==> src/rtl/riscv_core_fetch_queue.sv <==
// riscv_core_fetch_queue: pairs in-order imem responses with their request PCs and feeds decode
module riscv_core_fetch_queue #(
  parameter int DEPTH = 4
) (
  input  logic        clk,
  input  logic        reset,
  output logic        fetch_rdy,
  input  logic        imemreq_fire,
  input  logic [31:0] imemreq_pc,
  input  logic        imemresp_val,
  input  logic [31:0] imemresp_msg_data,
  input  logic        squash,
  output logic        inst_val_Fhl,
  input  logic        inst_rdy_Fhl,
  output logic [31:0] inst_Fhl,
  output logic [31:0] pc_Fhl
);
  localparam int PW = $clog2(DEPTH);
  localparam int CW = PW + 1;
  logic [PW-1:0] alloc_ptr_q, alloc_ptr_d, fill_ptr_q, fill_ptr_d, deq_ptr_q, deq_ptr_d;
  logic [CW-1:0] count_q, count_d, pend_q, pend_d, drop_q, drop_d, wrong_path;
  logic [DEPTH-1:0] dv_q, dv_d;
  logic [31:0] pc_q [DEPTH];
  logic [31:0] pc_d [DEPTH];
  logic [31:0] data_q [DEPTH];
  logic [31:0] data_d [DEPTH];
  logic alloc, drop, fill, deq;
  assign fetch_rdy    = ({1'b0, count_q} + {1'b0, drop_q}) < (CW+1)'(DEPTH);
  assign inst_val_Fhl = (count_q != '0) && dv_q[deq_ptr_q];
  assign inst_Fhl     = data_q[deq_ptr_q];
  assign pc_Fhl       = pc_q[deq_ptr_q];
  assign alloc = imemreq_fire && fetch_rdy;
  assign drop  = imemresp_val && (drop_q != '0);
  assign fill  = imemresp_val && (drop_q == '0) && (pend_q != '0);
  assign deq   = inst_val_Fhl && inst_rdy_Fhl;
  // Every fetch still in flight at a redirect returns later and must be dropped
  assign wrong_path = drop_q + pend_q;
  always_comb begin
    alloc_ptr_d = alloc_ptr_q;
    fill_ptr_d  = fill_ptr_q;
    deq_ptr_d   = deq_ptr_q;
    count_d     = count_q;
    pend_d      = pend_q;
    drop_d      = drop_q;
    dv_d        = dv_q;
    pc_d        = pc_q;
    data_d      = data_q;
    if (squash) begin
      dv_d        = '0;
      fill_ptr_d  = '0;
      deq_ptr_d   = '0;
      alloc_ptr_d = alloc ? PW'(1) : '0;
      count_d     = alloc ? CW'(1) : '0;
      pend_d      = alloc ? CW'(1) : '0;
      drop_d      = (imemresp_val && wrong_path != '0) ? wrong_path - CW'(1) : wrong_path;
      if (alloc) pc_d[0] = imemreq_pc;
    end else begin
      if (alloc) begin
        pc_d[alloc_ptr_q] = imemreq_pc;
        dv_d[alloc_ptr_q] = 1'b0;
        alloc_ptr_d       = alloc_ptr_q + PW'(1);
      end
      if (drop) drop_d = drop_q - CW'(1);
      if (fill) begin
        data_d[fill_ptr_q] = imemresp_msg_data;
        dv_d[fill_ptr_q]   = 1'b1;
        fill_ptr_d         = fill_ptr_q + PW'(1);
      end
      if (deq) begin
        dv_d[deq_ptr_q] = 1'b0;
        deq_ptr_d       = deq_ptr_q + PW'(1);
      end
      count_d = count_q + CW'(alloc) - CW'(deq);
      pend_d  = pend_q + CW'(alloc) - CW'(fill);
    end
  end
  always_ff @(posedge clk or negedge reset) begin
    if (!reset) begin
      alloc_ptr_q <= '0;
      fill_ptr_q  <= '0;
      deq_ptr_q   <= '0;
      count_q     <= '0;
      pend_q      <= '0;
      drop_q      <= '0;
      dv_q        <= '0;
      for (int i = 0; i < DEPTH; i++) begin
        pc_q[i]   <= '0;
        data_q[i] <= '0;
      end
    end else begin
      alloc_ptr_q <= alloc_ptr_d;
      fill_ptr_q  <= fill_ptr_d;
      deq_ptr_q   <= deq_ptr_d;
      count_q     <= count_d;
      pend_q      <= pend_d;
      drop_q      <= drop_d;
      dv_q        <= dv_d;
      pc_q        <= pc_d;
      data_q      <= data_d;
    end
  end
endmodule

==> config.mk <==
export PLATFORM = sky130hd
export DESIGN_NAME = riscv_core_fetch_queue
export DESIGN_NICKNAME = d
export VERILOG_FILES = /design/src/rtl/riscv_core_fetch_queue.sv
export SDC_FILE = /design/constraint.sdc
export NUM_CORES = 1
export LEC_CHECK = 0
export CORE_ASPECT_RATIO = 0.7
export CORE_MARGIN = 5
export CORE_UTILIZATION = 40
export DETAILED_ROUTE_END_ITERATION = 16
export HOLD_SLACK_MARGIN = 0.05
export RECOVER_POWER = 25
export SYNTH_ARGS = -nofsm -noshare
export SYNTH_HDL_FRONTEND = slang
export SYNTH_SLANG_ARGS = --single-unit
==> constraint.sdc <==
create_clock -name clk -period 3.29 [get_ports clk]
set_clock_uncertainty 0.2 [all_clocks]
set_input_delay 0.329 -clock clk [delete_from_list [all_inputs] [get_ports clk]]
set_output_delay 0.329 -clock clk [all_outputs]
set_load 0.01 [all_outputs]
==> metrics.cfg <==
[run_status]
run_status = complete, but fails checks
violations = max-capacitance violations, max-slew violations

[route]
detail_route.vias_per_cell = 5.092
drt_iter0_markers = 276
route.met3.wl_um = 872
wl_mm = 26.17
wl_met2_mm = 11.84
met1Wirelength_mm = 12.94
top_layer_used = met4
drt_first_pass_iters = 4
final_antenna_net_count = 0
detail_route.wl_per_cell_um = 19.56
drt_drc_violations_left = 0
dr_total_vias = 6813

[clocking]
h-tree-depth = 1
clock_sinks = 275
cts_tree = done
ctsRootBufferMaster = sky130_fd_sc_hd__clkbuf_16
worst_skew_pair.late_latency_ns = 0.55
clock_tree.buffer_depth = 3
tritoncts.num_buffers = 28
post-cts-setup-buffer-count = 0
clk_transition_reported_paths_ns = 0.06

[synth]
mapped_area_um2 = 12680
syn-num-nets = 851
synth_seq_cells = 275
synth-main-ff-cell = sky130_fd_sc_hd__dfrtp_1
yosysSeqAreaShare_pct = 54.29
syn_avg_cell_area_um2 = 16.79
ys_types = 40
synth-edff-count = 0
synthCells = 755
ys_async_sr_fraction_pct = 100.0
synthesis.yosys.warnings = 0

[sta]
post-route-period-util_pct = 94.48
fmax_mhz = 321.7
final-hold-violation-count = 0
setup-tns-final_ns = 0
rsz0062_at_grt = false
timing.final.crit_period_ns = 3.108
worst_slew_margin_rel_pct = -28.15
tightest_slew_ns = 1.922
finalSetupViolations = 0
slew_viol_final = 196
hold_slack_ns = 0.2542

[global_route]
grt_remaining_overflow = 0
grt_pass1_vias = 7460
number_of_antenna_violations_at_the_first_check_in_global_routing = 1
grt_start_max_net_pins = 87
grt_first_pass_wirelength_mm = 43.42
grt_usage_pct = 15.08

[pwr]
pwr_density_cell_nw_per_um2 = 725.0
vdd_drop_max_mv = 0.4214
fin_total_pwr_uw = 11210
power.static_leakage_uw = 0.007204

[cells_and_area]
final_common_cell = sky130_fd_sc_hd__dfrtp_1
design.final.nets = 991
post_layout_nonfiller_instances = 1338
area_growth_pct = 21.99
final_cell_mix = 273 x sky130_fd_sc_hd__dfrtp_1, 226 x sky130_fd_sc_hd__mux2_1, 134 x sky130_fd_sc_hd__clkdlybuf4s50_1
drive_above_1_share_pct = 18.87
share_of_the_core_filled_with_cells_in_the_final_layout_pct = 49.54

[worst_setup_path]
crit_path_start = deq_ptr_q[0]
worst-path-buf-inv = 2
cp-start-kind = flop
nature_of_the_critical_path_endpoint = output pin
timing.critical_path.to = inst_Fhl[9]
timing.critical_path.fanout_max = 68
startpoint_to_endpoint_class_of_the_critical_path = reg2out
r2r-start = drop_q[2]
worst_r2r_path_depth = 10
critical_path_depth = 3
reg2reg_setup_slack_ns = 0.44
critical_path_arrival_ns = 2.58
slowest_delay_ns = 0.59
crit_chain = buf_16, mux4_2, clkdlybuf4s50_1
worst_path_dominant_cell_family = buffers and inverters
worstReg2RegEnd = pend_q[2]
required_ns = 2.76
critical-path-slowest-cell = sky130_fd_sc_hd__mux4_2

[floorplan]
initial_utilization_pct = 40.61
dieHeight_um = 158.9
design.die.area_um2 = 35410
coreArea_um2 = 31210
placement_rows = 54
die-width_um = 222.8
io_pins = 136

[place]
port-buffer-count = 135
placedCellCount = 1283
routabilityCongestion = 0.7148
detailedPlacementHpwl_mm = 15.80

[hold_path]
hold_path.class = in2reg
holdPathStages = 2

[job]
max_cap_viol_count = 3

sequential cells by signal, indices dropped and copies added, names as in the netlist:
| name | count |
|---|---|
| deq_ptr_q | 2 |
| count_q | 3 |
| pend_q | 3 |
| data_q | 128 |
| alloc_ptr_q | 2 |
| drop_q | 3 |
| dv_q | 4 |
| pc_q | 128 |
| fill_ptr_q | 2 |
worst min path at each step:
stage                         startpoint  slack [ns]             end
after floorplan                    reset       -0.17  alloc_ptr_q[0]
after global placement             reset        0.02        pc_q[52]
after detailed placement           reset        0.02        pc_q[52]
after CTS                          reset        0.13        pc_q[84]
after global routing      imemreq_pc[11]        0.25        pc_q[43]
final                     imemreq_pc[25]        0.25        pc_q[57]
cell type report:
class / instances / area, µm²
antenna: 1 / 2.502
clock buffer: 39 / 813.3
clock inverter: 13 / 193.9
fill: 2705 / 15750
inverter: 17 / 63.81
multi-input combinational: 421 / 5401
sequential: 275 / 6889
tap: 420 / 525.5
timing repair buffer: 152 / 1574
synth_stat cells (2+ instances only):
cell type / instances / area share, %
sky130_fd_sc_hd__nor4b_4: 5 / 0.94
sky130_fd_sc_hd__buf_12: 3 / 0.47
sky130_fd_sc_hd__xor2_1: 2 / 0.14
sky130_fd_sc_hd__mux2_4: 30 / 3.6
sky130_fd_sc_hd__nand2_2: 3 / 0.15
sky130_fd_sc_hd__nand3_1: 5 / 0.20
sky130_fd_sc_hd__buf_2: 14 / 0.55
sky130_fd_sc_hd__buf_4: 4 / 0.24
sky130_fd_sc_hd__a21oi_1: 6 / 0.24
sky130_fd_sc_hd__mux2i_1: 4 / 0.32
sky130_fd_sc_hd__nor2_1: 10 / 0.30
sky130_fd_sc_hd__mux4_2: 65 / 12
sky130_fd_sc_hd__o21ai_0: 4 / 0.16
sky130_fd_sc_hd__xnor2_1: 9 / 0.62
sky130_fd_sc_hd__mux2_1: 226 / 20
sky130_fd_sc_hd__fa_1: 3 / 0.47
sky130_fd_sc_hd__inv_1: 16 / 0.47
sky130_fd_sc_hd__a31oi_1: 4 / 0.20
sky130_fd_sc_hd__nand2_1: 6 / 0.18
sky130_fd_sc_hd__dfrtp_1: 275 / 54
sky130_fd_sc_hd__ha_1: 23 / 2.3
sky130_fd_sc_hd__buf_6: 12 / 1.1
sky130_fd_sc_hd__buf_1: 2 / 0.059
sky130_fd_sc_hd__clkbuf_1: 7 / 0.21
sky130_fd_sc_hd__nor3_1: 2 / 0.079
cell families (layout without fill, tap and decap cells):
family                   Yosys count  count (layout)  share of synthesized area, %
multiplexers                     326             326                         35.58
flip-flops                       275             275                         54.29
buffers and inverters             59             221                         3.100
AND/OR/NAND/NOR                   39              39                         2.616
adder cells (fa/ha/maj)           26              26                         2.744
AO/OA/AOI/OAI                     19              19                        0.9081
XOR/XNOR                          11              11                        0.7601
other                              0               1                             0
per-layer routing:
metal  vias to the layer above  global-route usage (%)
li1                       3080                       -
met1                      3604                   22.72
met2                        89                   22.94
met3                        40                   2.857
met4                         0                   3.284
met5                         -                       0
power by group:
group	total (µW)	internal, µW	switching, µW	leakage [µW]
combinational	3240	1960	1280	0.00303
clock	3440	2110	1330	0.000501
sequential	4540	4130	402	0.00367
total	11200	8200	3010	0.00720
what timing repair did:
action                     4_1_cts  5_1_grt
gates resized for setup          0        1
hold buffers                     2        0
hold endpoints to repair       275        0
setup endpoints to repair        0        5
stage by stage:
stage                     setup WS [ns]  instance area (µm²)
final                            0.1816                15460
after floorplan                  0.6235                12680
after CTS                       0.05715                15510
after detailed placement         0.4189                14470
after global routing            0.01229                15460
after global placement           0.4665                14470
Power figures use the tool's default switching activity.
